[config.mk]
export PLATFORM = sky130hd
export DESIGN_NAME = rns_error_decode
export DESIGN_NICKNAME = d
export VERILOG_FILES = /design/src/rtl/rns_error_decode.sv
export SDC_FILE = /design/constraint.sdc
export NUM_CORES = 1
export LEC_CHECK = 0
export BUFFER_PORTS_ARGS = -buffer_cell sky130_fd_sc_hd__clkbuf_2
export CAP_MARGIN = 10
export CELL_PAD_IN_SITES_DETAIL_PLACEMENT = 2
export CELL_PAD_IN_SITES_GLOBAL_PLACEMENT = 2
export CORE_UTILIZATION = 33
export DETAILED_ROUTE_END_ITERATION = 10
export HOLD_SLACK_MARGIN = 0.12
export PLACE_DENSITY_LB_ADDON = 0.1
export RECOVER_POWER = 100
export SYNTH_ARGS = -nofsm -noshare
export SYNTH_HDL_FRONTEND = slang
export SYNTH_SLANG_ARGS = --single-unit
[constraint.sdc]
create_clock -name clk -period 5.4 [get_ports clk]
set_input_delay 1.62 -clock clk [delete_from_list [all_inputs] [get_ports clk]]
set_output_delay 1.62 -clock clk [all_outputs]
set_load 0.005 [all_outputs]
[src/rtl/rns_error_decode.sv]
// rns_error_decode
// Walks one N-coefficient polynomial held mod q in a source BRAM and
// centre-lifts each coefficient into a small signed value. Each result is
// written back as sign+magnitude (bit MAGW = sign, bits MAGW-1:0 = magnitude).
// Coefficients that are out of range or too large for the magnitude field
// are counted as overflow.
//
// Ports:
//   clk, rst       single clock, synchronous active-high reset
//   start          one-cycle pass request; ignored unless idle
//   q              odd modulus, latched when start is accepted
//   busy, done     pass in progress / one-cycle completion pulse
//   src_rd_addr    source BRAM read address
//   src_rd_data    source coefficient, BRAM_RD_LAT cycles after its address
//   dst_wr_addr    destination BRAM write address
//   dst_wr_data    sign+magnitude result
//   dst_wea        destination write enable
//   overflow       sticky: any coefficient saturated or invalid this pass
//   overflow_cnt   saturating count of such coefficients this pass
//
// state   | meaning
// S_IDLE  | waiting for start
// S_ISSUE | issuing read addresses 0..N-1, one per cycle
// S_DRAIN | waiting for the read/convert pipeline to empty
// S_DONE  | one-cycle done pulse
module rns_error_decode #(
    parameter int N           = 8192,
    parameter int LOGN        = 13,
    parameter int LOGQ        = 54,
    parameter int MAGW        = 5,
    parameter int BRAM_RD_LAT = 2
) (
    input  logic              clk,
    input  logic              rst,
    input  logic              start,
    input  logic [LOGQ-1:0]   q,
    output logic              busy,
    output logic              done,
    output logic [LOGN-1:0]   src_rd_addr,
    input  logic [LOGQ-1:0]   src_rd_data,
    output logic [LOGN-1:0]   dst_wr_addr,
    output logic [MAGW:0]     dst_wr_data,
    output logic              dst_wea,
    output logic              overflow,
    output logic [LOGN:0]     overflow_cnt
);

    typedef enum logic [1:0] {S_IDLE, S_ISSUE, S_DRAIN, S_DONE} state_t;

    localparam logic [LOGQ-1:0] MAG_MAX   = LOGQ'(2**MAGW - 1);
    localparam logic [LOGN-1:0] LAST_ADDR = LOGN'(N - 1);

    state_t            state, state_nxt;
    logic [LOGN-1:0]   cnt;
    logic [LOGQ-1:0]   q_reg;
    logic              issue;
    logic              accept;

    // Valid/address delay line matching the BRAM read latency; the output
    // register below forms the final stage.
    logic [BRAM_RD_LAT-1:0] vld_sr;
    logic [LOGN-1:0]        addr_sr [BRAM_RD_LAT];

    logic [LOGQ-1:0]   half;
    logic [LOGQ-1:0]   mag_full;
    logic              neg;
    logic              invalid;
    logic              ovf_evt;
    logic [MAGW:0]     conv_data;

    assign issue       = (state == S_ISSUE);
    assign accept      = (state == S_IDLE) && start;
    assign busy        = (state != S_IDLE);
    assign done        = (state == S_DONE);
    assign src_rd_addr = issue ? cnt : '0;

    always_comb begin
        state_nxt = state;
        case (state)
            S_IDLE:  if (start) state_nxt = S_ISSUE;
            S_ISSUE: if (cnt == LAST_ADDR) state_nxt = S_DRAIN;
            // Last write is the one with nothing still behind it in the pipe.
            S_DRAIN: if (dst_wea && !(|vld_sr)) state_nxt = S_DONE;
            S_DONE:  state_nxt = S_IDLE;
            default: state_nxt = S_IDLE;
        endcase
    end

    always_ff @(posedge clk) begin
        if (rst) begin
            state <= S_IDLE;
            cnt   <= '0;
            q_reg <= '0;
        end else begin
            state <= state_nxt;
            if (accept) q_reg <= q;
            if (issue && cnt != LAST_ADDR) cnt <= cnt + 1'b1;
            else                           cnt <= '0;
        end
    end

    always_ff @(posedge clk) begin
        if (rst) begin
            vld_sr <= '0;
            for (int k = 0; k < BRAM_RD_LAT; k++) addr_sr[k] <= '0;
        end else begin
            vld_sr[0]  <= issue;
            addr_sr[0] <= cnt;
            for (int k = 1; k < BRAM_RD_LAT; k++) begin
                vld_sr[k]  <= vld_sr[k-1];
                addr_sr[k] <= addr_sr[k-1];
            end
        end
    end

    // Centre lift: values above q/2 represent negatives q-c. A lifted zero is
    // only reachable from c=0, so it always comes out with sign 0.
    assign half = q_reg >> 1;

    always_comb begin
        mag_full = '0;
        neg      = 1'b0;
        invalid  = (src_rd_data >= q_reg);
        if (!invalid) begin
            if (src_rd_data <= half) begin
                mag_full = src_rd_data;
            end else begin
                mag_full = q_reg - src_rd_data;
                neg      = 1'b1;
            end
        end
        ovf_evt = invalid || (mag_full > MAG_MAX);
        if (invalid)           conv_data = {1'b0, {MAGW{1'b1}}};
        else if (ovf_evt)      conv_data = {neg, {MAGW{1'b1}}};
        else                   conv_data = {neg, mag_full[MAGW-1:0]};
    end

    always_ff @(posedge clk) begin
        if (rst) begin
            dst_wea      <= 1'b0;
            dst_wr_addr  <= '0;
            dst_wr_data  <= '0;
            overflow     <= 1'b0;
            overflow_cnt <= '0;
        end else begin
            dst_wea <= vld_sr[BRAM_RD_LAT-1];
            if (vld_sr[BRAM_RD_LAT-1]) begin
                dst_wr_addr <= addr_sr[BRAM_RD_LAT-1];
                dst_wr_data <= conv_data;
            end
            if (accept) begin
                overflow     <= 1'b0;
                overflow_cnt <= '0;
            end else if (vld_sr[BRAM_RD_LAT-1] && ovf_evt) begin
                overflow <= 1'b1;
                if (overflow_cnt != '1) overflow_cnt <= overflow_cnt + 1'b1;
            end
        end
    end

endmodule

**Yosys cells after proc, flatten, opt, wreduce, memory -nomap -nowiden**

Memories as Yosys holds them, arrays and structs flattened. A register that Yosys moved wholly into a read port is not among the register bits.
Cells that the tools add are included.

- Bitwise operators: 3
- Mux-type cells: 15
- Equal/unequal tests: 9
- Add/subtract/negate cells: 3
- Reductions and logical operators: 13
- Order comparisons: 3

Operator list:

| cell | number |
|---|---|
| 54-bit two-way mux | 2 |
| 54-bit >= comparator | 1 |
| 54-bit by 5-bit greater-than comparator with 1-bit output (second input constant) | 1 |
| 54-bit by 53-bit less-or-equal comparator with 1-bit output | 1 |
| 54-bit subtractor | 1 |
| 13-bit two-way mux | 3 |
| 14-bit by 1-bit adder with 14-bit output (second input constant) | 1 |
| 14-bit != test (second input constant) | 1 |
| 13-bit by 1-bit adder with 13-bit output (second input constant) | 1 |
| 13-bit == test (second input constant) | 1 |
| 13-bit != test (second input constant) | 1 |
| 2-bit case mux with 4 select lines | 1 |
| 2-bit two-way mux | 3 |
| 6-bit two-way mux | 1 |
| 2-bit OR reduction | 3 |
| 5-bit two-way mux | 1 |
| 2-bit == test (second input constant) | 2 |
| 1-bit logical AND | 4 |
| 1-bit two-way mux | 4 |
| 2-bit != test (second input constant) | 2 |
| 3-bit AND reduction | 1 |
| 2-bit by 1-bit == test with 1-bit output (second input constant) | 1 |
| 2-bit logical NOT | 1 |
| 2-bit by 1-bit != test with 1-bit output (second input constant) | 1 |
| other kinds (6) | 7 |

- Output and inout bits: 50
- Input port bits: 111
- Memory bits (writable): 26
- Memories kept: 1
- Register bits: 93
- Word-level logic and storage cells: 55

Memories:

| name | words | width | read ports | clocked after Yosys merged registers in | write ports | RTL line | source |
|---|---|---|---|---|---|---|---|
| addr_sr | 2 | 13 | 2 | 1 | 2 | 62 | `logic [LOGN-1:0] addr_sr [BRAM_RD_LAT];` |

**Longest topological paths before layout**

Gate-level depths: netlist of run 1.

- Depth in word-level cells: 7
- Gate-level depth with buffers: 18
- Mapped depth without buffers: 15

**Worst setup path after synthesis of run 1**

No wires, ideal clock.

- Kind: input port to flip-flop
- Start point: input src_rd_data[0]
- End point: register overflow
- Cell stages on the path: 16
- Buffers on the path: 2
- Data required time: 5285 ps
- Setup slack: 481 ps
- Arrival: 4805 ps
- Setup time: 115 ps
- Path through: ha_1 fa_1 nand2b_1 a21o_1 a2111oi_4 nor2_1 xor2_1 nand4_1 nor4b_1 nand4b_1 a221oi_1 and4b_4 buf_6 buf_6 nor2_1 o21a_1

- Cells in the longest elaborated chain, start to end: 6
- Elaborated cells on any way between the ends: 8

Ends and longest elaborated chain:

| what | RTL line | source |
|---|---|---|
| from (decl) | 40 | `input logic [LOGQ-1:0] src_rd_data,` |
| 54-bit subtractor / 54-bit by 53-bit less-or-equal comparator with 1-bit output (equally long branches) | 128, 125 |  |
| 54-bit two-way mux | 125 | `if (src_rd_data <= half) begin` |
| 54-bit two-way mux | 124 | `if (!invalid) begin` |
| 54-bit by 5-bit greater-than comparator with 1-bit output | 132 | `ovf_evt = invalid \|\| (mag_full > MAG_MAX);` |
| 1-bit logical OR (*) | 132 |  |
| 1-bit logical AND (*) | 154 | `end else if (vld_sr[BRAM_RD_LAT-1] && ovf_evt) begin` |
| to (signal assigned) | 143 | `overflow <= 1'b0;` |
| to (signal assigned) | 152 | `overflow <= 1'b0;` |
| to (signal assigned) | 155 | `overflow <= 1'b1;` |
| to (decl) | 44 | `output logic overflow,` |

Every way passes the cells marked *; elsewhere a longest branch is shown, timed or not.
A chain may end at the register's enable or synchronous reset.

**Worst setup path after layout of run 1**

- Start point: input src_rd_data[5]
- End point: register dst_wr_data[1]

- Cells in the longest elaborated chain, start to end: 7
- Elaborated cells on any way between the ends: 9

Ends and longest elaborated chain:

| what | RTL line | source |
|---|---|---|
| 54-bit subtractor / 54-bit by 53-bit less-or-equal comparator with 1-bit output (equally long branches) | 128, 125 |  |
| 54-bit two-way mux | 125 |  |
| 54-bit two-way mux | 124 |  |
| 54-bit by 5-bit greater-than comparator with 1-bit output | 132 |  |
| 1-bit logical OR | 132 |  |
| 5-bit two-way mux | 134 | `else if (ovf_evt) conv_data = {neg, {MAGW{1'b1}}};` |
| 6-bit two-way mux (*) | 133 | `if (invalid) conv_data = {1'b0, {MAGW{1'b1}}};` |
| to (signal assigned) | 149 | `dst_wr_data <= conv_data;` |
| to (decl) | 42 | `output logic [MAGW:0] dst_wr_data,` |

Marks and branches as above.

==> metrics.csv, run 1 <==
metric;value;unit
status;complete, but fails checks;
violations;capacitance limit, slew limit;
synth.distinct_cells;79;
nFillCells;3744;
place.gp.congestion;0.9152;
rr_startpoint;q_reg[28];
grt-ovfl-total;0;
drive_gt1_share;19.21;%
drc;0;
largest_reg_flops;54;
cts.path.max_buffers;2;
rsz0062_at_grt;no;
layout_commonest_cell;nand2_1;
avgRoutedWirePerCell;20.44;um
drtIter0Drc;400;
chipHeight;180.6;um
die-area;0.03262;sq mm
cp_slowest_cell;or4_1;
end_kind;register;
final-seq-area;0.002643;sq mm
criticalPathCategory;primary input to register;
hold_viol;0;
n_antenna_cell;0;
cts.reportedPaths.clkPinSlew;70;ps
placed_area;0.01241;sq mm
nets;1874;
synth_ff_type;dfxtp_1;
row_count;65;
maxSlewViolCount;48;
ys_ff_latch;132;
antenna_found_initial;2;
avgSynthCellArea;7.403;sq um
grtUsageMet3;4.891;%
io_buffers;160;
syn_area;0.01053;sq mm
ant_nets;0;
r2r-end;dst_wr_data[1];
finClkSkew;7.107;ps
clockRootBuffer;clkbuf_16;
grtUsageMet1;32.54;%
grt_usage;26.47;%
stdcell_area;0.01296;sq mm
core;0.03147;sq mm
grt_max_degree;61;
regToRegSetupSlack;1150;ps
finalSetupViolCount;0;
grt_pass1_wl;68030;um
vdd_drop_max;0.1842;mV
grt_pass1_vias;12348;
die_x;180.6;um
io_pins;161;
p_leak;5.748;nW
ys_seq_area_share;25.10;%
critPathLaunchType;primary input;
path_depth;16;
synth_edf_count;0;
syn_nets;1648;
final_cell_mix;nand2_1, a21oi_1, clkbuf_2, dfxtp_1, inv_1;
max_stage_delay;560;ps
hold_depth;1;
timing.fmax;0.1933;GHz
busiest_layer;met2;
crit_path_cell_trace;clkbuf_2, inv_1, ha_1, a21oi_1, nor2b_1, o2bb2ai_1, buf_4, a211oi_1, or4_1, a21oi_1, nand4_1, a2bb2oi_1, o2111ai_1, a2111oi_1, nand4_1, o21a_1;
hold_buffers;0;
routed_wl;42180;um
drv_cap;1;
cts_sinks;132;
synth_cells;1422;
start_util;33.45;%
cts_tree;built;
ctsHtreeMaxLevel;4;
cp_top_family;compound AO/OA/AOI/OAI gates;
fin_crit_sh;95.82;%
yosysWarningCount;0;
critPathBufInv;3;
worst_pin_slew;2244;ps
area_delta_synth_final;23.07;%
hold_path_startpoint;addr_sr[0][5];
pwr_density_cell;327.6;mW/mm^2
firstDrtPassIters;7;
slew_headroom;-49.63;%
hp-class;register to register;
cp_data_required_time;5750;ps
fin_util;41.16;%
synthArstFlopShare;0;%
cp_max_fo;5;
clk_latency;450;ps
vias;11249;
met2_usage;46.98;%
hold_end;addr_sr[1][5];
cts_buffers;17;
hpwl;33970;um
min_period;5174;ps
reg2regPathDepth;15;
routed_via_density;5.453;
multi_input_area;0.007134;sq mm
crit_arrival;5520;ps
[synthesized netlist by cell type (3+ instances only)]
cell type | count | area (sq um)
a211o_1 | 4 | 35.03
a211oi_1 | 14 | 105.1
a21boi_0 | 5 | 37.54
a21o_1 | 26 | 195.2
a21oi_1 | 159 | 795.8
a21oi_2 | 5 | 43.79
a221oi_1 | 7 | 61.31
a31oi_1 | 9 | 56.30
and2_1 | 24 | 150.1
and3_1 | 16 | 100.1
and4_1 | 12 | 105.1
buf_1 | 7 | 26.28
buf_2 | 20 | 100.1
clkbuf_1 | 37 | 138.9
dfxtp_1 | 132 | 2643
ha_1 | 114 | 1426
inv_1 | 124 | 465.5
mux2i_1 | 18 | 180.2
nand2_1 | 203 | 762.0
nand2b_1 | 7 | 43.79
nand3_1 | 35 | 175.2
nand4_1 | 50 | 312.8
nand4b_1 | 4 | 35.03
nor2_1 | 94 | 352.8
nor2b_1 | 31 | 193.9
nor3_1 | 17 | 85.08
nor4_1 | 17 | 106.4
o211ai_1 | 8 | 60.06
o21a_1 | 15 | 112.6
o21ai_0 | 47 | 235.2
o21ai_1 | 20 | 100.1
o21ba_2 | 3 | 30.03
o21bai_1 | 8 | 60.06
o31ai_1 | 7 | 52.55
o31ai_2 | 3 | 37.54
or3_1 | 18 | 112.6
or4_1 | 7 | 52.55
xnor2_1 | 23 | 201.4
xor2_1 | 20 | 175.2
[how the worst max path moves through the flow]
| stage | endpoint | start | slack [ps] |
|---|---|---|---|
| 3_3_place_gp | dst_wr_data[0] | src_rd_data[5] | -110 |
| 2_1_floorplan | overflow | src_rd_data[0] | 480 |
| 4_1_cts | dst_wr_data[0] | src_rd_data[12] | 260 |
| 5_1_grt | dst_wr_data[0] | src_rd_data[5] | 50 |
| 3_5_place_dp | dst_wr_data[0] | src_rd_data[5] | -210 |
| 6_report | dst_wr_data[1] | src_rd_data[5] | 230 |
[layout make-up]
class	count	area share, %
Multi-Input combinational cell	1099	55.07
Sequential cell	132	20.40
Timing Repair Buffer	274	12.69
Tap cell	402	3.882
Inverter	124	3.592
Clock buffer	17	3.283
Clock inverter	15	1.091
[logic make-up (layout without fill, tap and decap cells)]
logic type / Yosys count / in the layout / synth area share (%)
xor gates and xnor gates: 43 / 43 / 3.577
AOI/OAI and AO/OA: 376 / 376 / 23.06
and+or+nand+nor: 545 / 545 / 25.37
DFF: 132 / 132 / 25.10
adders and majority gates: 115 / 115 / 13.74
buffers and inverters: 191 / 430 / 7.226
muxes: 20 / 20 / 1.925
[metal layers]
metal  wire, um  share of wire [%]
met1      19140                 45
met2      20670                 49
met3       1553                3.7
met4        820                1.9
met5          0                  0
[where the power goes]
part	internal, W	switching [W]
combinational	0.000741	0.00118
clock	0.000609	0.000549
sequential	0.00107	0.000102
total	0.00242	0.00183
[worst reg2reg max path, delay by kind of cell (launching register included)]
kind / cells / cell delay [ps]
buffers and inverters: 2 / 300
adder cells (fa/ha/maj): 1 / 330
AO/OA/AOI/OAI: 8 / 1800
flip-flops: 1 / 490
AND/OR/NAND/NOR: 4 / 1250
[stage by stage]
step                total power [W]  hold WS [ps]  setup WS, ps  std cells  setup TNS, ps
global placement           0.003012         416.6        -107.1       2031         -540.9
global route               0.004539         446.7         47.06       2063              0
floorplan                  0.002369         413.8         480.9       1422              0
detailed placement         0.003090         428.7        -205.8       2031          -1906
finish                     0.004245         435.7         226.0       2063              0
CTS                        0.004280         443.2         259.3       2063              0
[what timing repair did]
| action | CTS | global route |
|---|---|---|
| buffers inserted | 0 | 0 |
| resized for setup | 0 | 3 |
| endpoints found under the hold margin | 0 | 0 |
| setup endpoints to repair | 0 | 4 |
Note: power is estimated with default switching activity, not from simulation.
==> run 2, diff against run 1 <==
ABC_AREA = 1   (was unset)
CORE_UTILIZATION = 31   (was 33)
==> run 2 against run 1 <==
The flow finishes with violations (DRC, capacitance limit, slew limit). Total power is 18% higher. Critical path depth is 4 higher. Cell count is 21% higher. Wire length is 12% higher. Clock power is 3% higher. Flip-flop and latch count stayed put. Register-to-register slack better by 380 ps. Combinational power is 34% higher. Global-route usage is 1.0 points lower. Largest power group unchanged. Sequential share of layout area is 0.39 points lower.
==> metrics.csv, run 2 <==
metric;value;unit;change
synth.most_common_cell;nand2_1;;unchanged
grt_pass1_vias;13653;;was 12348
avgRoutedWirePerCell;19.03;um;was 20.44 um
p_leak;6.786;nW;was 5.748 nW
intPower;0.002604;W;was 0.002419 W
hp-class;register to register;;unchanged
maxSlewViolCount;37;;was 48
cp_data_required_time;5780;ps;was 5750 ps
cp_top_family;simple AND/OR/NAND/NOR gates;;was compound AO/OA/AOI/OAI gates
status;complete, but fails checks;;unchanged
nFillCells;4581;;was 3744
crit_top_cell;nand2_1;;
firstDrtPassIters;8;;was 7
p_switching;0.002408;W;was 0.001826 W
cts_sinks;132;;unchanged
violations;DRC, capacitance limit, slew limit;;was capacitance limit, slew limit
clock_power_share;24.0;%;was 27.3%
drtIter0Drc;420;;was 400
ctsHtreeMaxLevel;4;;unchanged
place.gp.congestion;0.9658;;was 0.9152
max_stage_delay;360;ps;was 560 ps
start_util;31.69;%;was 33.45%
post_cts_buffers;0;;unchanged
rr_startpoint;q_reg[53];;was q_reg[28]
synth_cells;1859;;was 1422
clk_latency;450;ps;about the same
row_count;69;;was 65
final-seq-area;0.002643;sq mm;unchanged
antenna_found_initial;1;;was 2
p_comb_share;51.5;%;was 45.1%
finClkSkew;13.94;ps;was 7.107 ps
tns;0;ps;unchanged
vias;12524;;was 11249
io_pins;161;;unchanged
r2r-end;overflow_cnt[10];;was dst_wr_data[1]
ant_nets;0;;unchanged
vdd_drop_max;0.3691;mV;was 0.1842 mV
stdcell_area;0.01321;sq mm;was 0.01296 sq mm
seqPwrFrac;24.4;%;was 27.6%
layout_commonest_cell;nand2_1;;unchanged
placed_area;0.01268;sq mm;was 0.01241 sq mm
cp_slowest_cell;nor3_1;;was or4_1
ys_seq_area_share;23.28;%;was 25.10%
multi_input_area;0.007152;sq mm;was 0.007134 sq mm
rsz0062_at_grt;no;;unchanged
pwr_density_cell;379.4;mW/mm^2;was 327.6 mW/mm^2
timing.fmax;0.2093;GHz;was 0.1933 GHz
syn_nets;2085;;was 1648
ys_top_cells_by_count;nand2_1, inv_1, nor2_1;;was nand2_1, a21oi_1, dfxtp_1
hold_path_startpoint;addr_sr[0][3];;was addr_sr[0][5]
core;0.03583;sq mm;was 0.03147 sq mm
worst_pin_slew;1611;ps;was 2244 ps
avgSynthCellArea;6.107;sq um;was 7.403 sq um
min_period;4778;ps;was 5174 ps
yosys-top-cells-area;dfxtp_1, nand2_1, ha_1, inv_1, nor2_1;;was dfxtp_1, ha_1, a21oi_1, nand2_1, inv_1
swShare;48.05;%;was 43.02%
synth.distinct_cells;50;;was 79
grt_pass1_wl;74560;um;was 68030 um
routed_via_density;5.026;;was 5.453
criticalPathCategory;primary input to register;;unchanged
yosysWarningCount;0;;unchanged
n_antenna_cell;0;;unchanged
regToRegSetupSlack;1530;ps;was 1150 ps
final_cell_mix;nand2_1, inv_1, nor2_1, a21oi_1, clkbuf_2;;was nand2_1, a21oi_1, clkbuf_2, dfxtp_1, inv_1
hold_end;addr_sr[1][3];;was addr_sr[1][5]
synth_ff_type;dfxtp_1;;unchanged
end_kind;register;;unchanged
hpwl;39950;um;was 33970 um
startpoint;src_rd_data[51];;was src_rd_data[5]
hold_buffers;0;;unchanged
yosysTopAreaCell;dfxtp_1;;unchanged
critPathBufInv;2;;was 3
synth_edf_count;0;;unchanged
nets;2244;;was 1874
cts_tree;built;;unchanged
drive_gt1_share;12.51;%;was 19.21%
cts_resized;0;;unchanged
chipHeight;193.4;um;was 180.6 um
synthArstFlopShare;0;%;unchanged
fin_crit_sh;88.47;%;was 95.82%
die-area;0.03739;sq mm;was 0.03262 sq mm
hold_depth;2;;was 1
area_delta_synth_final;16.37;%;was 23.07%
die_x;193.4;um;was 180.6 um
syn_area;0.01135;sq mm;was 0.01053 sq mm
grt-ovfl-total;0;;unchanged
slew_headroom;-7.402;%;was -49.63%
cp_max_fo;18;;was 5
crit_arrival;5150;ps;was 5520 ps
yosys.area.top_type_share;23.28;%;was 25.10%
routed_wl;47420;um;was 42180 um
hold_viol;0;;unchanged
critPathLaunchType;primary input;;unchanged
reg2regPathDepth;20;;was 15
cts.path.max_buffers;2;;unchanged
cts_buffers;17;;unchanged
crit_path_cell_trace;clkbuf_1, ha_1, nand2_1, nor3_1, nand3_1, nor2_1, nand4_1, nand2_4, clkinv_2, nand2_1, nand2_1, nand2_1, nand2_1, nor2_1, nand2_1, nand2_1, nand3_4, nand3_4, nand2_1, a21oi_2;;was clkbuf_2, inv_1, ha_1, a21oi_1, nor2b_1, o2bb2ai_1, buf_4, a211oi_1, or4_1, a21oi_1, nand4_1, a2bb2oi_1, o2111ai_1, a2111oi_1, nand4_1, o21a_1
cts.reportedPaths.clkPinSlew;70;ps;about the same
ys_ff_latch;132;;unchanged
drc;3;;was 0
io_buffers;160;;unchanged
clockRootBuffer;clkbuf_16;;unchanged
grt_max_degree;82;;was 61
largest_reg_flops;54;;unchanged
finalSetupViolCount;0;;unchanged
grt_usage;25.44;%;was 26.47%
drv_cap;1;;unchanged
-- run 2: cell families after synthesis --
kind of cell | after synthesis | synth area share [%]
DFF | 132 | 23.28
buffers and inverters | 400 | 13.56
AOI/OAI and AO/OA | 306 | 14.76
xor gates and xnor gates | 31 | 2.392
and+or+nand+nor | 875 | 33.27
adders and majority gates | 115 | 12.74
-- run 2: per-layer routing --
layer / track usage (%) / wire [um] / vias to the layer above / part of all wire (%)
li1: - / - / 6186 / -
met4: 6.815 / 880 / 0 / 1.9
met1: 31.40 / 21740 / 6127 / 46
met2: 46.10 / 23570 / 164 / 50
met3: 3.347 / 1230 / 47 / 2.6
met5: 0 / 0 / - / 0
-- run 2: worst max path at each step --
stage / end / slack, ps / cells after the start
2_1_floorplan: dst_wr_data[1] / 1430 / 18
3_3_place_gp: overflow_cnt[1] / 460 / 21
3_5_place_dp: overflow_cnt[0] / 290 / 20
4_1_cts: overflow_cnt[2] / 770 / 20
5_1_grt: overflow_cnt[2] / 350 / 20
6_report: overflow_cnt[10] / 620 / 20
-- run 2: through the flow --
| stage | util [%] | std cells | hold WS, ps | setup WS (ps) | total power, W |
|---|---|---|---|---|---|
| after global placement | 35.40 | 2460 | 400.0 | 464.2 | 0.003722 |
| after detailed placement | 35.40 | 2460 | 404.1 | 294.9 | 0.003823 |
| after CTS | 37.03 | 2492 | 403.5 | 766.1 | 0.005073 |
| final | 36.87 | 2492 | 400.8 | 622.4 | 0.005012 |
| after floorplan | - | 1859 | 388.3 | 1426 | 0.002933 |
| after global routing | 36.87 | 2492 | 418.0 | 345.0 | 0.005420 |
-- run 2: power by group through the flow --
stage                     logic [W]  clock network (W)  registers, W
after floorplan             0.00173                  0       0.00121
after global placement      0.00248                  0       0.00124
after detailed placement    0.00258                  0       0.00125
after CTS                   0.00261            0.00124       0.00123
after global routing        0.00291            0.00127       0.00124
final                       0.00258            0.00120       0.00123
-- run 2: cell type report --
class	instances	share of cell area [%]
multi-input cells	1327	54.14
inverters	365	10.40
well taps	461	4.366
flip-flops and latches	132	20.00
clock buffers	19	3.353
clock inverters	13	1.051
repair buffers	175	6.687
-- run 2: tightest hold or removal path: cells and delay by family, from the launching register on --
| kind | cells | cell delay (ps) |
|---|---|---|
| flip-flops | 1 | 300 |
| buffers and inverters | 1 | 50 |
| AND/OR/NAND/NOR | 1 | 30 |
